File: src/rtl/vit_pkg.sv
// Trellis parameters and parity helper shared by the convolutional encoder and
// the Viterbi decoder, so both ends of the link agree on the code.
package vit_pkg;

    localparam int K = 4;
    localparam logic [K-1:0] G0 = 4'b1111;
    localparam logic [K-1:0] G1 = 4'b1101;
    localparam int TCW = (K > 2) ? $clog2(K - 1) : 1;

    typedef enum logic [1:0] {
        IDLE = 2'd0,
        DATA = 2'd1,
        TAIL = 2'd2
    } enc_state_t;

    // Window is {newest bit, sr}; bit 0 of the result is the G0 parity.
    function automatic logic [1:0] conv_pair(logic [K-1:0] w);
        return {^(w & G1), ^(w & G0)};
    endfunction

endpackage

File: src/rtl/conv_enc_r12.sv
// Rate-1/2 convolutional encoder with zero-tail termination and a single
// output register on a valid/ready stream.
//
// state | meaning
// IDLE  | no frame open, sr == 0, waiting for the first info bit
// DATA  | frame open, encoding accepted info bits
// TAIL  | input closed, flushing K-1 zero bits back to state 0
module conv_enc_r12
    import vit_pkg::*;
(
    input  logic       clk,
    input  logic       rst_n,
    input  logic       in_valid,
    output logic       in_ready,
    input  logic       in_bit,
    input  logic       in_last,
    output logic       out_valid,
    input  logic       out_ready,
    output logic [1:0] out_pair,
    output logic       out_last,
    output logic       busy
);

    enc_state_t     state;
    logic [K-2:0]   sr;
    logic [TCW-1:0] tail_cnt;
    logic           load;
    logic           accept;
    logic           tail_done;
    logic [K-1:0]   w;

    assign load      = !out_valid || out_ready;
    // rst_n gating keeps in_ready low while reset is held.
    assign in_ready  = rst_n && load && (state != TAIL);
    assign accept    = in_valid && in_ready;
    assign tail_done = (tail_cnt == TCW'(K - 2));
    assign w         = (state == TAIL) ? {1'b0, sr} : {in_bit, sr};
    assign busy      = (state != IDLE);

    always_ff @(posedge clk or negedge rst_n) begin
        if (!rst_n) begin
            state     <= IDLE;
            sr        <= '0;
            tail_cnt  <= '0;
            out_valid <= 1'b0;
            out_pair  <= 2'b00;
            out_last  <= 1'b0;
        end else if (load) begin
            if (state == TAIL) begin
                out_valid <= 1'b1;
                out_pair  <= conv_pair(w);
                out_last  <= tail_done;
                sr        <= w[K-1:1];
                if (tail_done) begin
                    state    <= IDLE;
                    tail_cnt <= '0;
                end else begin
                    tail_cnt <= tail_cnt + TCW'(1);
                end
            end else if (accept) begin
                out_valid <= 1'b1;
                out_pair  <= conv_pair(w);
                out_last  <= 1'b0;
                sr        <= w[K-1:1];
                tail_cnt  <= '0;
                state     <= in_last ? TAIL : DATA;
            end else begin
                out_valid <= 1'b0;
            end
        end
    end

endmodule

File: config.mk
export PLATFORM = sky130hd
export DESIGN_NAME = conv_enc_r12
export DESIGN_NICKNAME = d
export VERILOG_FILES = /design/src/rtl/vit_pkg.sv /design/src/rtl/conv_enc_r12.sv
export SDC_FILE = /design/constraint.sdc
export NUM_CORES = 1
export LEC_CHECK = 0
export ABC_AREA = 1
export BUFFER_PORTS_ARGS = -buffer_cell sky130_fd_sc_hd__buf_4
export CORE_AREA = 2 2 39 41
export DETAILED_ROUTE_END_ITERATION = 10
export DIE_AREA = 0 0 41 43
export PLACE_DENSITY = 0.71
export SLEW_MARGIN = 25
export SYNTH_ARGS = -nofsm -noshare
export SYNTH_HDL_FRONTEND = slang
export SYNTH_SLANG_ARGS = --single-unit
File: constraint.sdc
create_clock -name clk -period 2.89 [get_ports clk]
set_input_delay 0.578 -clock clk [delete_from_list [all_inputs] [get_ports clk]]
set_output_delay 0.578 -clock clk [all_outputs]
set_load 0.02 [all_outputs]
==> results of run 1 <==
[worst paths after layout]
check | cells past startpoint | end | from | slack (ps)
setup / recovery | 4 | in_ready | out_valid | 1040
hold / removal | 1 | state[1] | rst_n | 140
setup reg to reg | 6 | out_pair[1] | out_valid | 1570
hold reg to reg | 2 | out_last | out_last | 490
max in group asynchronous | 1 | out_pair[0] | rst_n | 2550
min in group clk | 2 | out_last | out_last | 490
[cells by family (layout without fill, tap and decap cells)]
logic type | Yosys count | in the layout
AO/OA/AOI/OAI | 5 | 5
buffers and inverters | 12 | 26
AND/OR/NAND/NOR | 52 | 52
flip-flops | 11 | 11
[state kept, by name (all words and copies together) (netlist names)]
name and count:
tail_cnt 2, out_pair 2, out_valid 1, sr 3, out_last 1, state 2
[worst register-to-register path, stage by stage (launching register included)]
cell                      delay (ps)
sky130_fd_sc_hd__dfrtp_1         410
sky130_fd_sc_hd__nand2_2         250
sky130_fd_sc_hd__nand2_2         110
sky130_fd_sc_hd__o21ai_4         200
sky130_fd_sc_hd__nand2_4         110
sky130_fd_sc_hd__nand2_1          70
sky130_fd_sc_hd__nand2_1          50
[layer usage]
layer	wire length, um	GRT usage [%]	vias to the layer above
met5	0	0	-
met4	19	10.0	0
met3	35	7.85	4
met2	653	26.6	5
met1	577	22.9	256
li1	-	-	282
[power by group]
part,total [W],switching [W],leakage (nW),internal (W)
Combinational,0.000443,0.000277,0.255,0.000166
Clock,0.000106,0.0000529,0.0150,0.0000534
Sequential,0.000290,0.0000635,0.143,0.000226
[stage by stage]
| stage | worst slack [ps] | total power [W] | instances | hold slack (ps) | instance area (um2) |
|---|---|---|---|---|---|
| 2_1_floorplan | 1360 | 0.000612 | 80 | 282 | 643 |
| 3_3_place_gp | 1080 | 0.000723 | 106 | 440 | 734 |
| 3_5_place_dp | 1050 | 0.000736 | 106 | 445 | 734 |
| 4_1_cts | 1020 | 0.000848 | 110 | 141 | 761 |
| 5_1_grt | 967 | 0.000916 | 110 | 132 | 761 |
| 6_report | 1040 | 0.000839 | 110 | 144 | 761 |
[Yosys cell counts]
cell                       instances
sky130_fd_sc_hd__buf_6             1
sky130_fd_sc_hd__o21ai_2           1
sky130_fd_sc_hd__nor2_1            1
sky130_fd_sc_hd__nand2_4           2
sky130_fd_sc_hd__o21ai_4           1
sky130_fd_sc_hd__nand3_1          11
sky130_fd_sc_hd__nand2_2           3
sky130_fd_sc_hd__o21ai_1           2
sky130_fd_sc_hd__nand4_1           2
sky130_fd_sc_hd__nor2_4            1
sky130_fd_sc_hd__nand3b_1          1
sky130_fd_sc_hd__nand2_1          27
sky130_fd_sc_hd__dfrtp_1          11
sky130_fd_sc_hd__a31oi_2           1
sky130_fd_sc_hd__inv_2             3
sky130_fd_sc_hd__nand3_4           1
sky130_fd_sc_hd__nor2_2            2
sky130_fd_sc_hd__nor3_1            1
sky130_fd_sc_hd__inv_1             8
[layout by cell type, fill, tap and decap left out]
cell / instances
sky130_fd_sc_hd__nor2_4: 1
sky130_fd_sc_hd__nor2_2: 2
sky130_fd_sc_hd__clkbuf_4: 3
sky130_fd_sc_hd__dfrtp_1: 11
sky130_fd_sc_hd__a31oi_2: 1
sky130_fd_sc_hd__nand4_1: 2
sky130_fd_sc_hd__nand3_4: 1
sky130_fd_sc_hd__nand3b_1: 1
sky130_fd_sc_hd__o21ai_1: 2
sky130_fd_sc_hd__o21ai_4: 1
sky130_fd_sc_hd__nand3_1: 11
sky130_fd_sc_hd__clkbuf_1: 1
sky130_fd_sc_hd__buf_4: 11
sky130_fd_sc_hd__inv_2: 3
sky130_fd_sc_hd__nand2_1: 27
sky130_fd_sc_hd__nand2_4: 2
sky130_fd_sc_hd__o21ai_2: 1
sky130_fd_sc_hd__inv_1: 8
sky130_fd_sc_hd__nor2_1: 1
sky130_fd_sc_hd__nand2_2: 3
sky130_fd_sc_hd__nor3_1: 1
[layout make-up]
cell class,count,area [um2]
clock buffer,4,26.3
fill,142,623
inverter,11,41.3
multi-input combinational,57,315
tap,16,20.0
timing repair buffer,11,82.6
sequential,11,275
==> tab_implementation.tex, run 1 <==
\begin{tabular}{lr}
\hline
Metric & Value \\
\hline
\multicolumn{2}{l}{\textbf{Logic synthesis}} \\
\quad Warnings, synthesis & 0 \\
\quad Adder-cell share of the synthesized area & 0\% \\
\quad Fraction of the mapped netlist area in simple logic gates & 41.6\% \\
\quad Post-synthesis cell area & 643 um2 \\
\quad Yosys cell types & 19 \\
\quad Avg Cell Area, Syn & 8.04 um2 \\
\quad Gate Count Post-Synth & 80 \\
\quad Fraction of the mapped netlist area in compound gates & 7.39\% \\
\quad Share of the synthesized area in the top cell type & 42.8\% \\
\quad Fraction of synthesized cell area in xor and xnor cells & 0\% \\
\quad Syn nets & 86 \\
\quad Multiplexer area fraction after synthesis & 0\% \\
\quad Cell type with the largest total area after synthesis & sky130\_fd\_sc\_hd\_\_dfrtp\_1 \\
\quad Combinational family with the most area after synthesis & simple AND/OR/NAND/NOR gates \\
\quad Flip-flop and latch count after synthesis & 11 \\
\quad Fraction of the yosys area taken by sequential cells & 42.8\% \\
\quad Largest cells by area after synthesis & sky130\_fd\_sc\_hd\_\_dfrtp\_1 (43\%), sky130\_fd\_sc\_hd\_\_nand2\_1 (16\%), sky130\_fd\_sc\_hd\_\_nand3\_1 (8.6\%), sky130\_fd\_sc\_hd\_\_inv\_1 (4.7\%), sky130\_fd\_sc\_hd\_\_nand2\_4 (3.5\%) \\
\multicolumn{2}{l}{\textbf{Detailed routing}} \\
\quad Total via count after detailed routing & 547 \\
\quad Average vias per placed instance & 4.97 \\
\quad Starting DRT DRC Count & 7 \\
\quad Total wirelength of the detailed-routed design & 1290 um \\
\quad WL per Instance & 11.7 um \\
\quad DRC errors left & 0 \\
\quad Number of iterations in the first detailed-routing pass & 2 \\
\quad Number of nets still failing antenna checks after routing & 0 \\
\multicolumn{2}{l}{\textbf{Die}} \\
\quad Die span in x & 41 um \\
\quad Initial standard-cell utilization of the core & 46.5\% \\
\quad Number of placement rows & 14 \\
\quad Area of the die & 1760 um2 \\
\quad Floorplan die height & 43 um \\
\quad Number of ports placed on the die boundary & 12 \\
\quad Total core area & 1380 um2 \\
\multicolumn{2}{l}{\textbf{Setup path}} \\
\quad Critical path data arrival time & 1270 ps \\
\quad Startpoint type of the worst setup path & flip-flop \\
\quad CP endpoint kind & primary output \\
\quad Cell family with the largest share of critical-path delay & flip-flops \\
\quad Buffers plus inverters on the worst setup path & 2 \\
\quad Largest stage delay on the critical path & 410 ps \\
\quad Required @ worst endpoint & 2310 ps \\
\quad Type of the worst setup path & flip-flop to primary output \\
\quad Top fanout value on the critical path & 12 \\
\quad Slowest cell on crit path & sky130\_fd\_sc\_hd\_\_dfrtp\_1 \\
\quad Cell-by-cell trace of the critical path & nand2\_2 > nand3\_4 > inv\_1 > buf\_4 \\
\multicolumn{2}{l}{\textbf{Clock network}} \\
\quad CTS H-Tree Depth & 1 \\
\quad Post-CTS repair timing setup buffer count & 0 \\
\quad CTS tree & built \\
\quad Max clock buf depth & 2 \\
\quad Clock Pin Slew Worst Setup and Hold Paths & 80 ps \\
\quad Number of instances resized during post-cts repair & 0 \\
\quad Latest clock arrival within the worst-skew pair & 270 ps \\
\quad Root buffer selected by CTS & sky130\_fd\_sc\_hd\_\_clkbuf\_4 \\
\quad CTS Buf Count & 3 \\
\quad Sink Count & 11 \\
\quad Hold-fix buffer count after cts & 0 \\
\multicolumn{2}{l}{\textbf{Timing}} \\
\quad Fmax & 540 MHz \\
\quad Final period demand of the worst path & 1850 ps \\
\quad Relative slew margins & 80.8\% \\
\quad Endpoints failing hold & 0 \\
\quad Setup violations, final & 0 \\
\quad Setup repair after global routing missed its margin & false \\
\quad Final number of max-transition violations & 0 \\
\quad Post-Route Setup TNS & 0 ps \\
\quad Worst-case clock skew & 13.2 ps \\
\quad Part of the cycle the worst path needs & 64.1\% \\
\quad Slew at the pin closest to its max-slew limit & 288 ps \\
\multicolumn{2}{l}{\textbf{GRT}} \\
\quad Total routing resource utilization after global routing & 18.6\% \\
\quad Overflow left after global routing & 0 \\
\quad Wire length of the first global-routing pass & 2130 um \\
\quad Pin count of the biggest net entering global routing & 15 \\
\quad Vias in the first global route & 506 \\
\quad Number of antenna violations at the first check in global routing & 0 \\
\multicolumn{2}{l}{\textbf{Pwr}} \\
\quad Leakage power & 0.413 nW \\
\quad IR drop worst, VDD & 0.513 mV \\
\quad Power density of the placed cells & 1100 nW/um2 \\
\multicolumn{2}{l}{\textbf{Cells and area}} \\
\quad Share of cells above drive strength 1 & 30.9\% \\
\quad Core occupancy in the finished layout & 55.0\% \\
\quad Antenna diode count & 0 \\
\quad Final-stage net count & 101 \\
\quad Area overhead of the layout relative to synthesis & 18.3\% \\
\multicolumn{2}{l}{\textbf{Hold path}} \\
\quad Worst min-delay path category & input port to asynchronous set/reset pin \\
\multicolumn{2}{l}{\textbf{Place}} \\
\quad Detailed placer's ending HPWL & 986 um \\
\quad Weighted congestion at the end of routability-driven global placement & 0.746 \\
\quad Number of port buffers & 11 \\
\multicolumn{2}{l}{\textbf{Run}} \\
\quad Number of max-capacitance violations reported & 0 \\
\multicolumn{2}{l}{\textbf{Status}} \\
\quad Status & finished, final reports clean \\
\hline
\end{tabular}
(Power assumes the default switching activity.)
==> inputs of run 2 (changes only) <==
==> constraint.sdc (replaced) <==
create_clock -name clk -period 1.95 [get_ports clk]
set_input_delay 0.39 -clock clk [delete_from_list [all_inputs] [get_ports clk]]
set_output_delay 0.39 -clock clk [all_outputs]
set_load 0.02 [all_outputs]
==> run 2 against run 1 <==
Clock skew is 11 ps lower. Die area stayed put. Routed wire length is 8.9% lower. Critical endpoint unchanged. Global-route usage is 1.4 points lower. Sequential power is 46% higher. Utilization is 0.72 points higher. Largest cell class unchanged. Power is 47% higher. Final cell count is 0.91% higher.
==> tab_implementation.tex, run 2 (synthesized netlist as in run 1, its figures left out) <==
\begin{tabular}{lr}
\hline
Metric & Value \\
\hline
\multicolumn{2}{l}{\textbf{Status}} \\
\quad Status & finished, final reports clean (unchanged) \\
\multicolumn{2}{l}{\textbf{Cells and area}} \\
\quad Share of cells above drive strength 1 & 30.5\% (was 30.9\%) \\
\quad Most used cells in the layout excluding fill and tap cells & sky130\_fd\_sc\_hd\_\_nand2\_1 (27), sky130\_fd\_sc\_hd\_\_nand3\_1 (11), sky130\_fd\_sc\_hd\_\_buf\_4 (11), sky130\_fd\_sc\_hd\_\_dfrtp\_1 (11), sky130\_fd\_sc\_hd\_\_inv\_1 (8) (unchanged) \\
\quad Commonest non-fill, non-tap cell in the layout & sky130\_fd\_sc\_hd\_\_nand2\_1 (unchanged) \\
\quad Post-route standard cell area excluding fillers & 771 um2 (was 761 um2) \\
\quad Area overhead of the layout relative to synthesis & 19.8\% (was 18.3\%) \\
\quad Final Non-Filler Cells & 111 (was 110) \\
\quad Largest register by flop count & sr (unchanged) \\
\quad Antenna diode count & 0 (unchanged) \\
\quad Final-stage net count & 102 (was 101) \\
\quad Number of flip-flops in the largest register & 3 (unchanged) \\
\multicolumn{2}{l}{\textbf{Place}} \\
\quad Post-place instance area & 734 um2 (unchanged) \\
\quad Number of port buffers & 11 (unchanged) \\
\quad Detailed placer's ending HPWL & 926 um (was 986 um) \\
\quad Placed Instances & 106 (unchanged) \\
\quad Weighted congestion at the end of routability-driven global placement & 0.753 (was 0.746) \\
\multicolumn{2}{l}{\textbf{GRT}} \\
\quad Wire length of the first global-routing pass & 1950 um (was 2130 um) \\
\quad Vias in the first global route & 487 (was 506) \\
\quad Total routing resource utilization after global routing & 17.3\% (was 18.6\%) \\
\quad Overflow left after global routing & 0 (unchanged) \\
\quad Pin count of the biggest net entering global routing & 15 (unchanged) \\
\quad Number of antenna violations at the first check in global routing & 0 (unchanged) \\
\multicolumn{2}{l}{\textbf{Die}} \\
\quad Total core area & 1380 um2 (unchanged) \\
\quad Initial standard-cell utilization of the core & 46.5\% (unchanged) \\
\quad Number of placement rows & 14 (unchanged) \\
\quad Area of the die & 1760 um2 (unchanged) \\
\quad Number of ports placed on the die boundary & 12 (unchanged) \\
\quad Die span in x & 41 um (unchanged) \\
\quad Floorplan die height & 43 um (unchanged) \\
\multicolumn{2}{l}{\textbf{Clock network}} \\
\quad Clock Pin Slew Worst Setup and Hold Paths & 70 ps (was 80 ps) \\
\quad Sink Count & 11 (unchanged) \\
\quad CTS H-Tree Depth & 1 (unchanged) \\
\quad Root buffer selected by CTS & sky130\_fd\_sc\_hd\_\_clkbuf\_4 (unchanged) \\
\quad Number of instances resized during post-cts repair & 0 (unchanged) \\
\quad CTS Buf Count & 3 (unchanged) \\
\quad CTS tree & built (unchanged) \\
\quad Post-CTS repair timing setup buffer count & 0 (unchanged) \\
\quad Max clock buf depth & 2 (unchanged) \\
\quad Latest clock arrival within the worst-skew pair & 270 ps (about the same) \\
\multicolumn{2}{l}{\textbf{Timing}} \\
\quad Fmax & 534 MHz \\
\quad Post-Route Setup TNS & 0 ps (unchanged) \\
\quad Endpoints failing hold & 0 (unchanged) \\
\quad Setup violations, final & 0 (unchanged) \\
\quad Part of the cycle the worst path needs & 96.1\% \\
\quad Worst-case clock skew & 2.62 ps (was 13.2 ps) \\
\quad Final period demand of the worst path & 1870 ps \\
\quad Final number of max-transition violations & 0 (unchanged) \\
\quad Relative slew margins & 81.1\% (was 80.8\%) \\
\quad Slew at the pin closest to its max-slew limit & 283 ps (was 288 ps) \\
\quad Setup repair after global routing missed its margin & false (unchanged) \\
\multicolumn{2}{l}{\textbf{Pwr}} \\
\quad Leakage power & 0.417 nW (was 0.413 nW) \\
\quad Power density of the placed cells & 1600 nW/um2 (was 1100 nW/um2) \\
\quad Post-layout power & 0.00123 W (was 0.000839 W) \\
\quad IR drop worst, VDD & 0.726 mV (was 0.513 mV) \\
\multicolumn{2}{l}{\textbf{Detailed routing}} \\
\quad Total via count after detailed routing & 541 (was 547) \\
\quad Total wirelength of the detailed-routed design & 1170 um (was 1290 um) \\
\quad Starting DRT DRC Count & 3 (was 7) \\
\quad Average vias per placed instance & 4.87 (was 4.97) \\
\quad WL per Instance & 10.5 um (was 11.7 um) \\
\quad Number of iterations in the first detailed-routing pass & 3 (was 2) \\
\quad Number of nets still failing antenna checks after routing & 0 (unchanged) \\
\quad DRC errors left & 0 (unchanged) \\
\multicolumn{2}{l}{\textbf{Setup path}} \\
\quad Type of the worst setup path & input port to primary output (was flip-flop to primary output) \\
\quad R2R Path Start & out\_valid (unchanged) \\
\quad Startpoint type of the worst setup path & input port (was flip-flop) \\
\quad Depth of the worst register-to-register path & 6 (unchanged) \\
\quad Critical R2R Capture & out\_last (was out\_pair[1]) \\
\quad Top fanout value on the critical path & 14 (was 12) \\
\quad Critical path data arrival time & 1480 ps (was 1270 ps) \\
\quad CP endpoint kind & primary output (unchanged) \\
\quad Required @ worst endpoint & 1560 ps (was 2310 ps) \\
\quad Worst setup path endpoint & in\_ready (unchanged) \\
\quad First element of the critical path & rst\_n (was out\_valid) \\
\quad Setup slack on the worst flop-to-flop path & 700 ps (was 1570 ps) \\
\multicolumn{2}{l}{\textbf{Hold path}} \\
\quad Worst min-delay path category & input port to flip-flop (was input port to asynchronous set/reset pin) \\
\multicolumn{2}{l}{\textbf{Run}} \\
\quad Number of max-capacitance violations reported & 0 (unchanged) \\
\hline
\end{tabular}
[run 2: layer usage]
layer	GRT usage [%]	wire, um	vias up
met1	19.5	543	248
li1	-	-	286
met5	0	0	-
met2	26.6	577	5
met3	6.28	30	2
met4	10.0	18	0
[run 2: worst max-delay path, cell delays in order]
cell and delay [ps]:
sky130_fd_sc_hd__dlygate4sd3_1 530, sky130_fd_sc_hd__buf_4 230, sky130_fd_sc_hd__nand3_4 120, sky130_fd_sc_hd__inv_1 80, sky130_fd_sc_hd__buf_4 130
[run 2: per-stage QoR]
stage                     setup slack, ps  util (%)  hold WS [ps]
after global routing                 26.4      55.7           397
after global placement                514      53.1           252
final                                76.0      55.7           371
after CTS                            75.8      55.7           369
after floorplan                       722         -          94.4
after detailed placement              489      53.1           256
[run 2: timing repair]
action	in CTS	in global routing
endpoints found under the setup margin	0	0
hold buffers	1	0
endpoints found under the hold margin	11	0
[run 2: final cells by class]
class	instances	area, um2
timing repair buffer	12	92.6
multi-input combinational	57	315
fill	129	613
tap	16	20.0
inverter	11	41.3
sequential	11	275
clock buffer	4	26.3
[run 2: how the worst min path moves through the flow]
stage	endpoint	from	depth (start not counted)	slack [ps]
6_report	state[1]	in_last	3	370
5_1_grt	state[1]	in_last	3	400
4_1_cts	state[1]	in_last	3	370
3_5_place_dp	state[1]	rst_n	1	260
3_3_place_gp	state[1]	rst_n	1	250
2_1_floorplan	out_last	rst_n	0	90
[run 2: report_power, final]
group | internal (W) | total, W | switching, W
registers | 0.000335 | 0.000423 | 0.0000880
logic | 0.000247 | 0.000655 | 0.000408
clock network | 0.0000793 | 0.000155 | 0.0000757
==> inputs of run 3 (changes only) <==
--- a/config.mk
+++ b/config.mk
@@ -8,9 +8,11 @@
 export ABC_AREA = 1
 export BUFFER_PORTS_ARGS = -buffer_cell sky130_fd_sc_hd__buf_4
 export CORE_AREA = 2 2 39 41
+export CTS_CLUSTER_DIAMETER = 40
+export CTS_CLUSTER_SIZE = 20
 export DETAILED_ROUTE_END_ITERATION = 10
 export DIE_AREA = 0 0 41 43
-export PLACE_DENSITY = 0.71
+export PLACE_DENSITY = 0.81
 export SLEW_MARGIN = 25
 export SYNTH_ARGS = -nofsm -noshare
 export SYNTH_HDL_FRONTEND = slang
==> run 3 against run 2 <==
Sequential cell count stayed put. Via count fell by 1.7%. Die area did not move. Non-clock buffer count unchanged. Final cell count is the same. Clock power shrank 5%. Routed wire length fell by 3.2%. Setup slack better by 14 ps. Largest cell class unchanged.
==> tab_implementation.tex, run 3 (synthesized netlist as in run 1, its figures left out) <==
\begin{tabular}{lr}
\hline
Metric & Value \\
\hline
\multicolumn{2}{l}{\textbf{GRT}} \\
\quad Vias in the first global route & 456 (was 487) \\
\quad Overflow left after global routing & 0 (unchanged) \\
\quad Number of antenna violations at the first check in global routing & 0 (unchanged) \\
\quad Total routing resource utilization after global routing & 15.1\% (was 17.3\%) \\
\quad Pin count of the biggest net entering global routing & 15 (unchanged) \\
\quad Wire length of the first global-routing pass & 1760 um (was 1950 um) \\
\multicolumn{2}{l}{\textbf{Place}} \\
\quad Worst slack, placed & 486 ps (was 489 ps) \\
\quad Weighted congestion at the end of routability-driven global placement & 0.741 (was 0.753) \\
\quad Detailed placer's ending HPWL & 909 um (was 926 um) \\
\quad Number of port buffers & 11 (unchanged) \\
\multicolumn{2}{l}{\textbf{Setup path}} \\
\quad CP endpoint kind & primary output (unchanged) \\
\quad Top fanout value on the critical path & 14 (unchanged) \\
\quad Slowest cell on crit path & sky130\_fd\_sc\_hd\_\_dlygate4sd3\_1 (unchanged) \\
\quad Critical path data arrival time & 1470 ps (was 1480 ps) \\
\quad Required @ worst endpoint & 1560 ps (about the same) \\
\quad Cell-by-cell trace of the critical path & dlygate4sd3\_1 > buf\_4 > nand3\_4 > inv\_1 > buf\_4 (unchanged) \\
\quad Startpoint type of the worst setup path & input port (unchanged) \\
\quad Most numerous cell on the critical path & sky130\_fd\_sc\_hd\_\_buf\_4 (unchanged) \\
\quad Type of the worst setup path & input port to primary output (unchanged) \\
\quad Largest stage delay on the critical path & 530 ps (about the same) \\
\multicolumn{2}{l}{\textbf{Die}} \\
\quad Number of placement rows & 14 (unchanged) \\
\quad Area of the die & 1760 um2 (unchanged) \\
\quad Initial standard-cell utilization of the core & 46.5\% (unchanged) \\
\quad Total core area & 1380 um2 (unchanged) \\
\quad Floorplan die height & 43 um (unchanged) \\
\quad Number of ports placed on the die boundary & 12 (unchanged) \\
\quad Die span in x & 41 um (unchanged) \\
\multicolumn{2}{l}{\textbf{Timing}} \\
\quad Part of the cycle the worst path needs & 95.4\% (was 96.1\%) \\
\quad Setup repair after global routing missed its margin & false (unchanged) \\
\quad Final period demand of the worst path & 1860 ps (was 1870 ps) \\
\quad Endpoints failing hold & 0 (unchanged) \\
\quad Final Worst Setup Slack & 90.0 ps (was 76.0 ps) \\
\quad Slew at the pin closest to its max-slew limit & 286 ps (was 283 ps) \\
\quad Worst-case clock skew & 0.690 ps (was 2.62 ps) \\
\quad Relative slew margins & 80.9\% (was 81.1\%) \\
\quad Setup violations, final & 0 (unchanged) \\
\quad Final number of max-transition violations & 0 (unchanged) \\
\quad Post-Route Setup TNS & 0 ps (unchanged) \\
\quad Worst hold margin & 402 ps (was 371 ps) \\
\quad Fmax & 538 MHz (was 534 MHz) \\
\multicolumn{2}{l}{\textbf{Clock network}} \\
\quad Sink Count & 11 (unchanged) \\
\quad Clock Pin Slew Worst Setup and Hold Paths & 60 ps (was 70 ps) \\
\quad CTS tree & built (unchanged) \\
\quad Max clock buf depth & 2 (unchanged) \\
\quad CTS Buf Count & 3 (unchanged) \\
\quad CTS H-Tree Depth & 1 (unchanged) \\
\quad Latest clock arrival within the worst-skew pair & 260 ps (was 270 ps) \\
\quad Post-CTS repair timing setup buffer count & 0 (unchanged) \\
\quad Root buffer selected by CTS & sky130\_fd\_sc\_hd\_\_clkbuf\_4 (unchanged) \\
\multicolumn{2}{l}{\textbf{Cells and area}} \\
\quad Antenna diode count & 0 (unchanged) \\
\quad Number of flip-flops in the largest register & 3 (unchanged) \\
\quad Final-stage net count & 102 (unchanged) \\
\quad Area overhead of the layout relative to synthesis & 19.8\% (unchanged) \\
\quad Core occupancy in the finished layout & 55.7\% (unchanged) \\
\quad Largest register by flop count & sr (unchanged) \\
\quad Commonest non-fill, non-tap cell in the layout & sky130\_fd\_sc\_hd\_\_nand2\_1 (unchanged) \\
\quad Most used cells in the layout excluding fill and tap cells & sky130\_fd\_sc\_hd\_\_nand2\_1 (27), sky130\_fd\_sc\_hd\_\_nand3\_1 (11), sky130\_fd\_sc\_hd\_\_buf\_4 (11), sky130\_fd\_sc\_hd\_\_dfrtp\_1 (11), sky130\_fd\_sc\_hd\_\_inv\_1 (8) (unchanged) \\
\quad Count of filler cells inserted in the layout & 134 (was 129) \\
\quad Share of cells above drive strength 1 & 30.5\% (unchanged) \\
\multicolumn{2}{l}{\textbf{Detailed routing}} \\
\quad DRC errors left & 0 (unchanged) \\
\quad Number of nets still failing antenna checks after routing & 0 (unchanged) \\
\quad Average vias per placed instance & 4.79 (was 4.87) \\
\quad Total via count after detailed routing & 532 (was 541) \\
\quad Number of iterations in the first detailed-routing pass & 4 (was 3) \\
\quad Total wirelength of the detailed-routed design & 1130 um (was 1170 um) \\
\quad Starting DRT DRC Count & 7 (was 3) \\
\quad WL per Instance & 10.2 um (was 10.5 um) \\
\multicolumn{2}{l}{\textbf{Pwr}} \\
\quad IR drop worst, VDD & 0.714 mV (was 0.726 mV) \\
\quad Post-layout power & 0.00123 W (about the same) \\
\quad Power density of the placed cells & 1590 nW/um2 (was 1600 nW/um2) \\
\quad Leakage power & 0.417 nW (unchanged) \\
\multicolumn{2}{l}{\textbf{Hold path}} \\
\quad Worst min-delay path category & input port to flip-flop (unchanged) \\
\multicolumn{2}{l}{\textbf{Status}} \\
\quad Status & finished, final reports clean (unchanged) \\
\multicolumn{2}{l}{\textbf{Run}} \\
\quad Number of max-capacitance violations reported & 0 (unchanged) \\
\hline
\end{tabular}
## run 3: cell counts in the layout (fill, tap and decap cells not counted)
Identical to the previous run, type by type.
## run 3: critical path, delay by kind of cell
kind / cells / cell delay (ps)
buffers and inverters: 4 / 950
and+or+nand+nor: 1 / 120
## run 3: through the flow
step / std cells / area, um2
2_1_floorplan: 80 / 643
3_3_place_gp: 106 / 734
3_5_place_dp: 106 / 734
4_1_cts: 111 / 771
5_1_grt: 111 / 771
6_report: 111 / 771
## run 3: layer usage
metal	vias up	GRT usage, %	wire, um	part of all wire [%]
met3	2	1.57	22	1.9
met4	0	12.0	8	0.71
li1	287	-	-	-
met5	-	0	0	0
met2	6	23.1	572	50
met1	237	18.0	530	47
## run 3: area by class of cell
type	count	area, um2	share of cell area [%]
tap	16	20.0	2.60
inverter	11	41.3	5.36
sequential	11	275	35.7
multi-input combinational	57	315	40.9
timing repair buffer	12	92.6	12.0
clock buffer	4	26.3	3.41
## run 3: worst paths after layout
check                            start           to  slack [ps]  cells past startpoint
max                              rst_n     in_ready          90                      5
max in group asynchronous        rst_n     state[1]        1260                      2
max reg2reg                  out_valid        sr[2]         680                      6
min in group asynchronous        rst_n        sr[0]         520                      2
min reg2reg                out_pair[1]  out_pair[1]         480                      2
min                            in_last     state[0]         400                      3
## run 3: power by group
group	internal, W	leakage (nW)	switching [W]
registers	0.000336	0.143	0.0000862
logic	0.000247	0.259	0.000410
clock network	0.0000790	0.0150	0.0000684
total	0.000661	0.417	0.000565
## run 3: timing repair
action                    in CTS  in global routing
resized for setup              0                  0
hold endpoints to repair      11                  0
hold buffers                   1                  0
